**config.mk**
```make
export PLATFORM = sky130hd
export DESIGN_NAME = result_histogram
export DESIGN_NICKNAME = d
export VERILOG_FILES = /design/src/rtl/result_histogram.sv
export SDC_FILE = /design/constraint.sdc
export NUM_CORES = 1
export LEC_CHECK = 0
export ABC_CLOCK_PERIOD_IN_PS = 4660
export CAP_MARGIN = 10
export CORE_UTILIZATION = 51
export DETAILED_ROUTE_END_ITERATION = 12
export GPL_TIMING_DRIVEN = 1
export PLACE_DENSITY = 0.73
export SLEW_MARGIN = 20
export SYNTH_ARGS = -nofsm -noshare
export SYNTH_HDL_FRONTEND = slang
export SYNTH_SLANG_ARGS = --single-unit
export TNS_END_PERCENT = 10
```
**constraint.sdc**
```tcl
create_clock -name clk -period 4.66 [get_ports clk]
set_input_delay 1.165 -clock clk [delete_from_list [all_inputs] [get_ports clk]]
set_output_delay 1.165 -clock clk [all_outputs]
set_load 0.05 [all_outputs]
```
**src/rtl/result_histogram.sv**
```systemverilog
// Four-bin occurrence histogram of 3-bit result codes with a saturating
// counter per bin and a ready/valid dump stream that clears the bins on completion.
module result_histogram #(
  parameter int CNT_W = 8
) (
  input  logic             clk,
  input  logic             rst_n,
  input  logic             in_valid,
  input  logic [2:0]       in_code,
  input  logic             clear,
  input  logic             dump_req,
  output logic             out_valid,
  input  logic             out_ready,
  output logic [1:0]       out_idx,
  output logic [CNT_W-1:0] out_count,
  output logic             busy,
  output logic [2:0]       last_code,
  output logic             code_changed
);

  typedef enum logic {
    IDLE = 1'b0,
    DUMP = 1'b1
  } state_t;

  localparam logic [CNT_W-1:0] CNT_MAX = '1;

  state_t           state_reg;
  logic [CNT_W-1:0] bin_val [4];
  logic [1:0]       in_bin;
  logic             accept;
  logic             code_match;
  logic             dump_last;
  logic             zero_all;

  // Codes 3..7 all land in the miss bin.
  assign in_bin     = (in_code > 3'd2) ? 2'd3 : in_code[1:0];
  assign code_match = (in_code <= 3'd2);
  assign accept     = (state_reg == IDLE) && in_valid && !clear;
  assign dump_last  = (state_reg == DUMP) && out_ready && (out_idx == 2'd3);
  assign zero_all   = ((state_reg == IDLE) && clear) || dump_last;

  genvar gi;
  generate
    for (gi = 0; gi < 4; gi++) begin : g_bin
      logic [CNT_W-1:0] cnt_reg;

      always_ff @(posedge clk) begin
        if (!rst_n || zero_all) begin
          cnt_reg <= '0;
        end else if (accept && (in_bin == 2'(gi)) && (cnt_reg != CNT_MAX)) begin
          cnt_reg <= cnt_reg + CNT_W'(1);
        end
      end

      assign bin_val[gi] = cnt_reg;
    end
  endgenerate

  always_ff @(posedge clk) begin
    if (!rst_n) begin
      state_reg    <= IDLE;
      out_valid    <= 1'b0;
      busy         <= 1'b0;
      out_idx      <= 2'd0;
      last_code    <= 3'd0;
      code_changed <= 1'b0;
    end else begin
      code_changed <= 1'b0;
      case (state_reg)
        IDLE: begin
          if (accept && code_match) begin
            last_code    <= in_code;
            code_changed <= (in_code != last_code);
          end
          if (!clear && dump_req) begin
            state_reg <= DUMP;
            out_valid <= 1'b1;
            busy      <= 1'b1;
            out_idx   <= 2'd0;
          end
        end
        DUMP: begin
          if (out_ready) begin
            if (out_idx == 2'd3) begin
              state_reg <= IDLE;
              out_valid <= 1'b0;
              busy      <= 1'b0;
              out_idx   <= 2'd0;
            end else begin
              out_idx <= out_idx + 2'd1;
            end
          end
        end
        default: begin
          state_reg <= IDLE;
          out_valid <= 1'b0;
          busy      <= 1'b0;
          out_idx   <= 2'd0;
        end
      endcase
    end
  end

  // Bins are frozen during a dump, so the muxed count stays stable while stalled.
  assign out_count = out_valid ? bin_val[out_idx] : '0;

endmodule
```
==> impl_metrics.env, run 1 <==
export IMPL_status="finished, final reports clean"
export IMPL_crit_fanout=11
export IMPL_tritoncts="built"
export IMPL_dieWidth_um=67.0
export IMPL_clock_sinks=40
export IMPL_seq_area_frac_synth_pct=37.2
export IMPL_overflow=0
export IMPL_slew_viol_final=0
export IMPL_path_clk_slew_ns=0.08
export IMPL_syn_mean_instance_area_um2=9.00
export IMPL_wl_um=5070
export IMPL_largest_reg_flops=32
export IMPL_drtPass1Iterations=4
export IMPL_timing_final_crit_share_pct=77.9
export IMPL_via_per_inst=6.31
export IMPL_critPathLaunchType="flop"
export IMPL_pre_cts_ws_ns=1.12
export IMPL_yosys_warnings=0
export IMPL_cts_resized=0
export IMPL_drtIter0Drc=146
export IMPL_rows=23
export IMPL_yosys_area_top_type="dfxtp_1"
export IMPL_post_route_drc_count=0
export IMPL_endpoint="out_count[3]"
export IMPL_syn_area_um2=2150
export IMPL_die_area_um2=4480
export IMPL_clockRootBuffer="clkbuf_8"
export IMPL_crit_arrival_ns=2.47
export IMPL_crit_path_end_kind="output pin"
export IMPL_drive_gt1_share_pct=8.05
export IMPL_hpwl_um=3630
export IMPL_skew_ns=0.0102
export IMPL_setup_violations=0
export IMPL_rsz0062_at_grt="false"
export IMPL_area_growth_syn_to_layout_pct=18.4
export IMPL_worstSetupPathType="reg -> out"
export IMPL_rr_startpoint="state_reg"
export IMPL_core_um2=4030
export IMPL_diodes=0
export IMPL_multi_input_comb_area_um2=1290
export IMPL_hold_path_class="reg -> reg"
export IMPL_port_buffers=24
export IMPL_ioPinCount=25
export IMPL_final_cell_area_um2=2550
export IMPL_power_leakage_nw=0.848
export IMPL_relSlewSlack_pct=28.9
export IMPL_reg2reg_to="g_bin[1].cnt_reg[7]"
export IMPL_layout_setup_ws_ns=1.03
export IMPL_synth_top_area_share_pct=37.2
export IMPL_ant_nets=0
export IMPL_h_tree_depth=2
export IMPL_synth_mux_area_fraction_pct=11.2
export IMPL_fillers=342
export IMPL_slowest_stage="dfxtp_1"
export IMPL_grt_usage_pct=24.5
export IMPL_tightest_slew_ns=1.07
export IMPL_p_per_area_nw_per_um2=289
export IMPL_synth_cell_type_count=39
export IMPL_ys_top_cells_by_area="dfxtp_1 (37%), mux4_2 (8.4%), a21oi_1 (4.9%), nand3_1 (3.5%), o21ai_0 (3.3%)"
export IMPL_synth_flop_cell="dfxtp_1"
export IMPL_startpoint="out_idx[1]"
export IMPL_gp_congestion=0.857
export IMPL_synth_xor_area_share_pct=3.26
export IMPL_syn_nets=253
export IMPL_ctsHoldBuffers=0
export IMPL_die_h_um=67.0
export IMPL_synth_compound_area_share_pct=17.6
export IMPL_place_area_um2=2420
export IMPL_cp_cell_sequence="mux4_2 > and2_1 > clkdlybuf4s50_1"
export IMPL_cp_num_buf_inv=1
export IMPL_routedWlPerCell_um=16.3
export IMPL_max_clock_path_buffers=2
export IMPL_cp_depth=3
export IMPL_fmax_mhz=275
export IMPL_synth_edf_count=0
export IMPL_synthSimpleGateAreaFrac_pct=24.9
export IMPL_synth_top_family_by_area="simple AND/OR/NAND/NOR gates"
export IMPL_crit_required_ns=3.49
export IMPL_start_util_pct=53.4
export IMPL_fin_crit_ns=3.63
export IMPL_grt_max_degree=31
export IMPL_regArea_um2=801
export IMPL_grt_pass1_wl_um=8050
export IMPL_ys_seq_elements=40
export IMPL_ff2ff_setup_slack_ns=2.33
export IMPL_cpLargestDelayFamily="flip-flops"
export IMPL_synth_fa_ha_area_share_pct=2.91
export IMPL_fin_util_pct=63.3
export IMPL_clock_latency_ns=0.30
export IMPL_nets=275
export IMPL_grt_pass1_vias=1660
export IMPL_ir_drop_v=0.000305
export IMPL_drv_cap=0
export IMPL_num_vias=1961
export IMPL_critPathMaxStageDelay_ns=0.72
export IMPL_tns_ns=0
export IMPL_reg2regPathDepth=4
export IMPL_postCtsSetupBuffers=0
export IMPL_cts_buffers=5
export IMPL_syn_inst=239
export IMPL_hold_ws_ns=0.511
export IMPL_antenna_found_initial=0
export IMPL_synthArstFlopShare_pct=0
export IMPL_hold_viol=0
-- kinds of logic (layout without fill, tap and decap cells) --
| family | Yosys count | count (layout) |
|---|---|---|
| compound gates | 60 | 60 |
| xor+xnor | 8 | 8 |
| fa+ha+maj | 5 | 5 |
| buf+inv | 16 | 38 |
| flops | 40 | 40 |
| mux | 14 | 14 |
| simple gates | 96 | 96 |
-- tightest hold or removal path, delay by kind of cell, from the launching register on --
kind               cells  cell delay (ns)
AOI/OAI and AO/OA      2             0.13
DFF                    1             0.34
-- cell usage in the layout (no fill, tap or decap), drive strengths merged, types with 5 or more instances in the layout --
master	netlist	final
and2	9	9
nand3	15	15
o31ai	5	5
mux4	8	8
or3	11	11
o21ai	14	14
a21oi	21	21
inv	6	6
and3	5	5
clkdlybuf4s50	0	24
ha	5	5
nand2	11	11
nor2	17	17
dfxtp	40	40
nand4	7	7
xor2	8	8
mux2i	6	6
or4	5	5
clkbuf	8	5
-- Yosys cell counts (3+ instances only) --
library cell / number
dfxtp_1: 40
a21oi_1: 21
nor2_1: 17
nand3_1: 15
o21ai_0: 14
nand2_1: 11
or3_1: 11
and2_1: 9
clkbuf_1: 8
mux4_2: 8
xor2_1: 8
nand4_1: 7
inv_1: 6
mux2i_1: 6
and3_1: 5
ha_1: 5
o31ai_1: 5
or4_1: 5
nor3_1: 4
o211ai_1: 4
o41ai_1: 4
o311ai_0: 3
-- report_power, final --
part | switching, mW | internal (mW)
Clock | 0.122 | 0.211
Combinational | 0.0332 | 0.0201
Sequential | 0.00646 | 0.344
Total | 0.162 | 0.575
-- per-stage QoR --
| step | power [mW] | cells |
|---|---|---|
| finish | 0.738 | 311 |
| global route | 0.762 | 311 |
| CTS | 0.743 | 311 |
| detailed placement | 0.412 | 304 |
| global placement | 0.412 | 304 |
| floorplan | 0.392 | 239 |
-- cell type report --
cell class | count | area share, %
repair buffers | 25 | 9.72
well taps | 50 | 2.45
inverters | 6 | 0.884
clock buffers | 5 | 2.70
multi-input cells | 183 | 50.5
flip-flops and latches | 40 | 31.4
clock inverters | 2 | 2.36
-- how the worst min path moves through the flow --
stage                             start                  end  slack (ns)  cells past startpoint
finish              g_bin[1].cnt_reg[7]  g_bin[1].cnt_reg[7]        0.51                      2
CTS                 g_bin[1].cnt_reg[7]  g_bin[1].cnt_reg[7]        0.51                      2
global placement    g_bin[1].cnt_reg[6]  g_bin[1].cnt_reg[6]        0.48                      2
global route        g_bin[1].cnt_reg[5]  g_bin[1].cnt_reg[5]        0.53                      2
detailed placement  g_bin[1].cnt_reg[7]  g_bin[1].cnt_reg[7]        0.49                      2
floorplan           g_bin[0].cnt_reg[6]  g_bin[0].cnt_reg[6]        0.45                      1
-- metal layers --
metal / vias up / track usage [%] / share of wire, %
met5: - / 0 / 0
met4: 0 / 7.98 / 0.99
li1: 953 / - / -
met2: 63 / 39.4 / 48
met1: 939 / 32.0 / 45
met3: 6 / 5.82 / 6.5
Note: power is estimated with default switching activity, not from simulation.
==> inputs of run 2 (changes only) <==
ABC_CLOCK_PERIOD_IN_PS = 3000   (was 4660)
CORE_UTILIZATION = 50   (was 51)
PLACE_DENSITY = 0.74   (was 0.73)
clock period = 3 ns   (was 4.66 ns; I/O delays follow)
==> run 2 against run 1 <==
Against the previous run: clock power rose by 12%; critical path depth did not move; total power grew 37%; count of clock-buffer cells in the layout grew 3; sequential share of layout area is 0.50 points lower.
==> impl_metrics.env, run 2 (synthesized netlist as in run 1, its figures left out) <==
export IMPL_rsz0062_at_grt="false"
export IMPL_crit_required_ns=2.25
export IMPL_clockRootBuffer="clkbuf_8"
export IMPL_p_seq_share_pct=53.6
export IMPL_fillers=329
export IMPL_power_leakage_nw=0.906
export IMPL_crit_arrival_ns=2.03
export IMPL_path_clk_slew_ns=0.07
export IMPL_start_util_pct=53.0
export IMPL_die_area_um2=4570
export IMPL_switching_power_mw=0.250
export IMPL_intPower_mw=0.763
export IMPL_power_share_combinational_pct=9.7
export IMPL_grt_pass1_wl_um=8720
export IMPL_ctsHoldBuffers=0
export IMPL_drtIter0Drc=133
export IMPL_skew_ns=0.00408
export IMPL_port_buffers=24
export IMPL_p_per_area_nw_per_um2=391
export IMPL_cts_resized=0
export IMPL_reg2reg_to="g_bin[0].cnt_reg[4]"
export IMPL_ir_drop_v=0.000287
export IMPL_gp_congestion=0.838
export IMPL_postCtsSetupBuffers=0
export IMPL_area_growth_syn_to_layout_pct=20.3
export IMPL_rows=23
export IMPL_clock_sinks=40
export IMPL_worstSetupPathType="reg -> out"
export IMPL_crit_path_end_kind="output pin"
export IMPL_dieWidth_um=67.6
export IMPL_sw_frac_of_total_pct=24.7
export IMPL_grt_pass1_vias=1874
export IMPL_via_per_inst=6.11
export IMPL_fmax_mhz=360
export IMPL_tritoncts="built"
export IMPL_slew_viol_final=0
export IMPL_fin_crit_ns=2.78
export IMPL_tns_ns=0
export IMPL_antenna_found_initial=0
export IMPL_hpwl_um=4000
export IMPL_holdPathStages=2
export IMPL_max_clock_path_buffers=2
export IMPL_hold_viol=0
export IMPL_reg2regPathDepth=4
export IMPL_wl_um=5250
export IMPL_drv_cap=0
export IMPL_routedWlPerCell_um=16.2
export IMPL_drtPass1Iterations=4
export IMPL_hold_path_class="reg -> reg"
export IMPL_cts_buffers=5
export IMPL_nets=288
export IMPL_ff2ff_setup_slack_ns=0.87
export IMPL_ioPinCount=25
export IMPL_num_vias=1985
export IMPL_grt_max_degree=24
export IMPL_mostFrequentLayoutCells="dfxtp_1 (40), a21oi_1 (21), buf_4 (21)"
export IMPL_clock_latency_ns=0.29
export IMPL_startpoint="out_idx[0]"
export IMPL_timing_final_crit_share_pct=92.5
export IMPL_crit_fanout=2
export IMPL_tightest_slew_ns=0.832
export IMPL_overflow=0
export IMPL_worstHoldStart="g_bin[1].cnt_reg[6]"
export IMPL_rr_startpoint="state_reg"
export IMPL_diodes=0
export IMPL_grt_usage_pct=25.9
export IMPL_die_h_um=67.6
export IMPL_h_tree_depth=2
export IMPL_pwr_share_clk_pct=36.7
export IMPL_status="finished, final reports clean"
export IMPL_ant_nets=0
export IMPL_relSlewSlack_pct=44.6
export IMPL_core_um2=4060
export IMPL_largest_reg_flops=32
export IMPL_critPathLaunchType="flop"
export IMPL_setup_violations=0
export IMPL_drive_gt1_share_pct=14.5
export IMPL_p_total_mw=1.01
export IMPL_layout_commonest_cell="dfxtp_1"
export IMPL_post_route_drc_count=0
export IMPL_holdPathEnd="g_bin[1].cnt_reg[6]"
==> run 2: routing by layer <==
metal / GRT usage [%] / vias to the layer above / part of all wire [%]
li1: - / 985 / -
met1: 35.2 / 950 / 47
met2: 41.0 / 42 / 47
met3: 5.57 / 8 / 4.7
met4: 7.71 / 0 / 1.4
met5: 0 / - / 0
==> run 2: worst max-delay path: stages (launching register included) <==
cell and delay (ns):
dfxtp_1 0.36, mux4_2 0.52, and2_1 0.17, clkdlybuf4s50_1 0.69
==> run 2: power groups by stage <==
stage / Sequential (mW) / Clock, mW / Combinational (mW)
final: 0.543 / 0.372 / 0.0980
after floorplan: 0.560 / 0 / 0.0479
after CTS: 0.543 / 0.379 / 0.0974
after detailed placement: 0.556 / 0 / 0.0967
after global placement: 0.555 / 0 / 0.0960
after global routing: 0.544 / 0.401 / 0.106
==> run 2: through the flow <==
stage | cell area (um^2) | cells | hold slack (ns) | worst slack, ns | utilization, %
after CTS | 2590 | 325 | 0.498 | 0.211 | 63.8
after detailed placement | 2500 | 317 | 0.483 | 0.133 | 61.6
after floorplan | 2150 | 239 | 0.454 | 0.260 | -
after global routing | 2590 | 325 | 0.524 | 0.173 | 63.8
final | 2590 | 325 | 0.503 | 0.224 | 63.8
after global placement | 2500 | 317 | 0.484 | 0.159 | 61.6
==> run 2: how the worst max path moves through the flow <==
| stage | end | slack, ns |
|---|---|---|
| 6_report | out_count[7] | 0.22 |
| 5_1_grt | out_count[7] | 0.17 |
| 4_1_cts | out_count[7] | 0.21 |
| 3_5_place_dp | g_bin[0].cnt_reg[4] | 0.13 |
| 3_3_place_gp | g_bin[0].cnt_reg[4] | 0.16 |
| 2_1_floorplan | out_count[2] | 0.26 |
==> run 2: area by class of cell <==
class / instances / area [um^2] / area share (%)
Clock buffer: 8 / 90.1 / 3.48
Inverter: 6 / 22.5 / 0.870
Multi-Input combinational cell: 183 / 1290 / 49.7
Sequential cell: 40 / 801 / 30.9
Tap cell: 50 / 62.6 / 2.42
Timing Repair Buffer: 38 / 328 / 12.7
==> inputs of run 3 (changes only) <==
ABC_AREA = 1   (was default)
CORE_UTILIZATION = 51   (was 50)
PLACE_DENSITY = 0.75   (was 0.74)
==> run 3 against run 2 <==
Against the previous run: sequential share of layout area is 3.2 points lower; worst hold slack worse by 0.029 ns; die area is 12% higher; routed wire length is 5.3% higher; critical path type unchanged; largest power group unchanged.
==> impl_metrics.env, run 3 <==
export IMPL_status="finished, final reports clean"
export IMPL_postCtsSetupBuffers=0
export IMPL_clock_sinks=40
export IMPL_grt_pass1_vias=2126
export IMPL_pre_cts_ws_ns=0.633
export IMPL_area_growth_syn_to_layout_pct=17.5
export IMPL_relSlewSlack_pct=66.3
export IMPL_die_h_um=71.5
export IMPL_crit_arrival_ns=1.80
export IMPL_ctsHoldBuffers=0
export IMPL_ant_nets=0
export IMPL_grt_pass1_wl_um=9370
export IMPL_fillers=413
export IMPL_port_buffers=24
export IMPL_synthTopCellsByCount="nand2_1 (95), nor2_1 (60), a21oi_1 (43)"
export IMPL_skew_ns=0.00556
export IMPL_synth_top_area_share_pct=32.5
export IMPL_synth_flop_cell="dfxtp_1"
export IMPL_place_area_um2=2770
export IMPL_holdPathStages=2
export IMPL_cts_buffers=5
export IMPL_tns_ns=0
export IMPL_crit_required_ns=2.25
export IMPL_start_util_pct=54.7
export IMPL_drtIter0Drc=109
export IMPL_die_area_um2=5110
export IMPL_synth_most_common_cell="nand2_1"
export IMPL_tightest_slew_ns=0.504
export IMPL_pwr_share_clk_pct=41.5
export IMPL_critPathLaunchType="flop"
export IMPL_max_clock_path_buffers=2
export IMPL_nets=420
export IMPL_yosys_warnings=0
export IMPL_routedWlPerCell_um=12.0
export IMPL_setup_violations=0
export IMPL_largest_reg_flops=32
export IMPL_final_cell_area_um2=2890
export IMPL_core_um2=4500
export IMPL_wl_um=5530
export IMPL_holdPathEnd="last_code[2]"
export IMPL_cts_resized=0
export IMPL_overflow=0
export IMPL_hold_path_class="reg -> reg"
export IMPL_hold_viol=0
export IMPL_drv_cap=0
export IMPL_power_share_combinational_pct=11.2
export IMPL_sw_frac_of_total_pct=24.4
export IMPL_synthArstFlopShare_pct=0
export IMPL_dp_cells=451
export IMPL_rsz0062_at_grt="false"
export IMPL_yosys_area_top_type="dfxtp_1"
export IMPL_h_tree_depth=2
export IMPL_via_per_inst=5.17
export IMPL_timing_final_crit_share_pct=85.1
export IMPL_mostFrequentLayoutCells="nand2_1 (95), nor2_1 (60), a21oi_1 (43)"
export IMPL_p_per_area_nw_per_um2=400
export IMPL_ir_drop_v=0.000237
export IMPL_syn_inst=385
export IMPL_rows=24
export IMPL_switching_power_mw=0.283
export IMPL_tritoncts="built"
export IMPL_post_route_drc_count=0
export IMPL_reg2regPathDepth=7
export IMPL_layout_cells_non_filler=459
export IMPL_antenna_found_initial=0
export IMPL_slew_viol_final=0
export IMPL_hpwl_um=4230
export IMPL_power_leakage_nw=1.06
export IMPL_layout_setup_ws_ns=0.447
export IMPL_hold_ws_ns=0.474
export IMPL_grt_max_degree=19
export IMPL_ys_top_cells_by_area="dfxtp_1 (33%), nand2_1 (14%), nor2_1 (9.1%), a21oi_1 (8.7%), nand3_1 (6.1%)"
export IMPL_drtPass1Iterations=5
export IMPL_dieWidth_um=71.5
export IMPL_drive_gt1_share_pct=8.60
export IMPL_diodes=0
export IMPL_worstSetupPathType="reg -> out"
export IMPL_fin_crit_ns=2.55
export IMPL_intPower_mw=0.875
export IMPL_grt_usage_pct=22.8
export IMPL_gp_congestion=0.883
export IMPL_syn_area_um2=2460
export IMPL_seq_area_frac_synth_pct=32.5
export IMPL_p_total_mw=1.16
export IMPL_crit_fanout=16
export IMPL_syn_mean_instance_area_um2=6.40
export IMPL_layout_commonest_cell="nand2_1"
export IMPL_ff2ff_setup_slack_ns=1.09
export IMPL_syn_nets=399
export IMPL_synth_edf_count=0
export IMPL_ys_seq_elements=40
export IMPL_path_clk_slew_ns=0.08
export IMPL_worstHoldStart="last_code[2]"
export IMPL_p_seq_share_pct=47.3
export IMPL_reg2reg_to="g_bin[0].cnt_reg[4]"
export IMPL_clockRootBuffer="clkbuf_8"
export IMPL_rr_startpoint="out_idx[0]"
export IMPL_fmax_mhz=392
export IMPL_crit_path_end_kind="output pin"
export IMPL_synth_cell_type_count=24
export IMPL_clock_latency_ns=0.29
export IMPL_ioPinCount=25
export IMPL_fin_util_pct=64.3
export IMPL_num_vias=2375
run 3: area by class of cell:
cell class | count | area, um^2 | share of cell area, %
Sequential cell | 40 | 801 | 27.7
Multi-Input combinational cell | 292 | 1440 | 49.7
Timing Repair Buffer | 25 | 303 | 10.5
Tap cell | 52 | 65.1 | 2.25
Inverter | 42 | 161 | 5.58
Clock buffer | 7 | 96.3 | 3.33
Clock inverter | 1 | 30.0 | 1.04
run 3: worst max-delay path by stage:
stage	end	slack [ns]	startpoint	depth (start not counted)
floorplan	out_count[4]	0.18	out_idx[0]	4
global placement	g_bin[1].cnt_reg[4]	0.70	clear	6
detailed placement	g_bin[0].cnt_reg[4]	0.63	clear	6
CTS	out_count[4]	0.41	out_idx[0]	5
global route	out_count[4]	0.29	out_idx[1]	5
finish	out_count[4]	0.45	out_idx[0]	5
run 3: logic make-up after synthesis:
kind of cell             Yosys count  synth area share (%)
AND/OR/NAND/NOR                  202                  35.8
adder cells (fa/ha/maj)            5                  2.54
flip-flops                        40                  32.5
XOR/XNOR                          15                  5.33
AO/OA/AOI/OAI                     70                  14.7
buffers and inverters             53                  9.14
run 3: worst max-delay path, stage by stage (launching register included):
cell and delay (ns):
dfxtp_1 0.55, inv_2 0.19, a21oi_1 0.16, o21ai_0 0.13
a21oi_1 0.29, buf_12 0.18
run 3: power by group through the flow:
stage / clock network (mW) / registers [mW] / logic (mW)
2_1_floorplan: 0 / 0.567 / 0.0822
3_3_place_gp: 0 / 0.560 / 0.130
3_5_place_dp: 0 / 0.560 / 0.131
4_1_cts: 0.489 / 0.547 / 0.132
5_1_grt: 0.513 / 0.549 / 0.143
6_report: 0.480 / 0.548 / 0.130
run 3: per-layer routing:
layer / wire [um] / track usage (%) / share of wire (%)
met2: 2580 / 37.9 / 47
met4: 75 / 6.10 / 1.4
met1: 2680 / 30.6 / 48
met5: 0 / 0 / 0
met3: 198 / 4.36 / 3.6
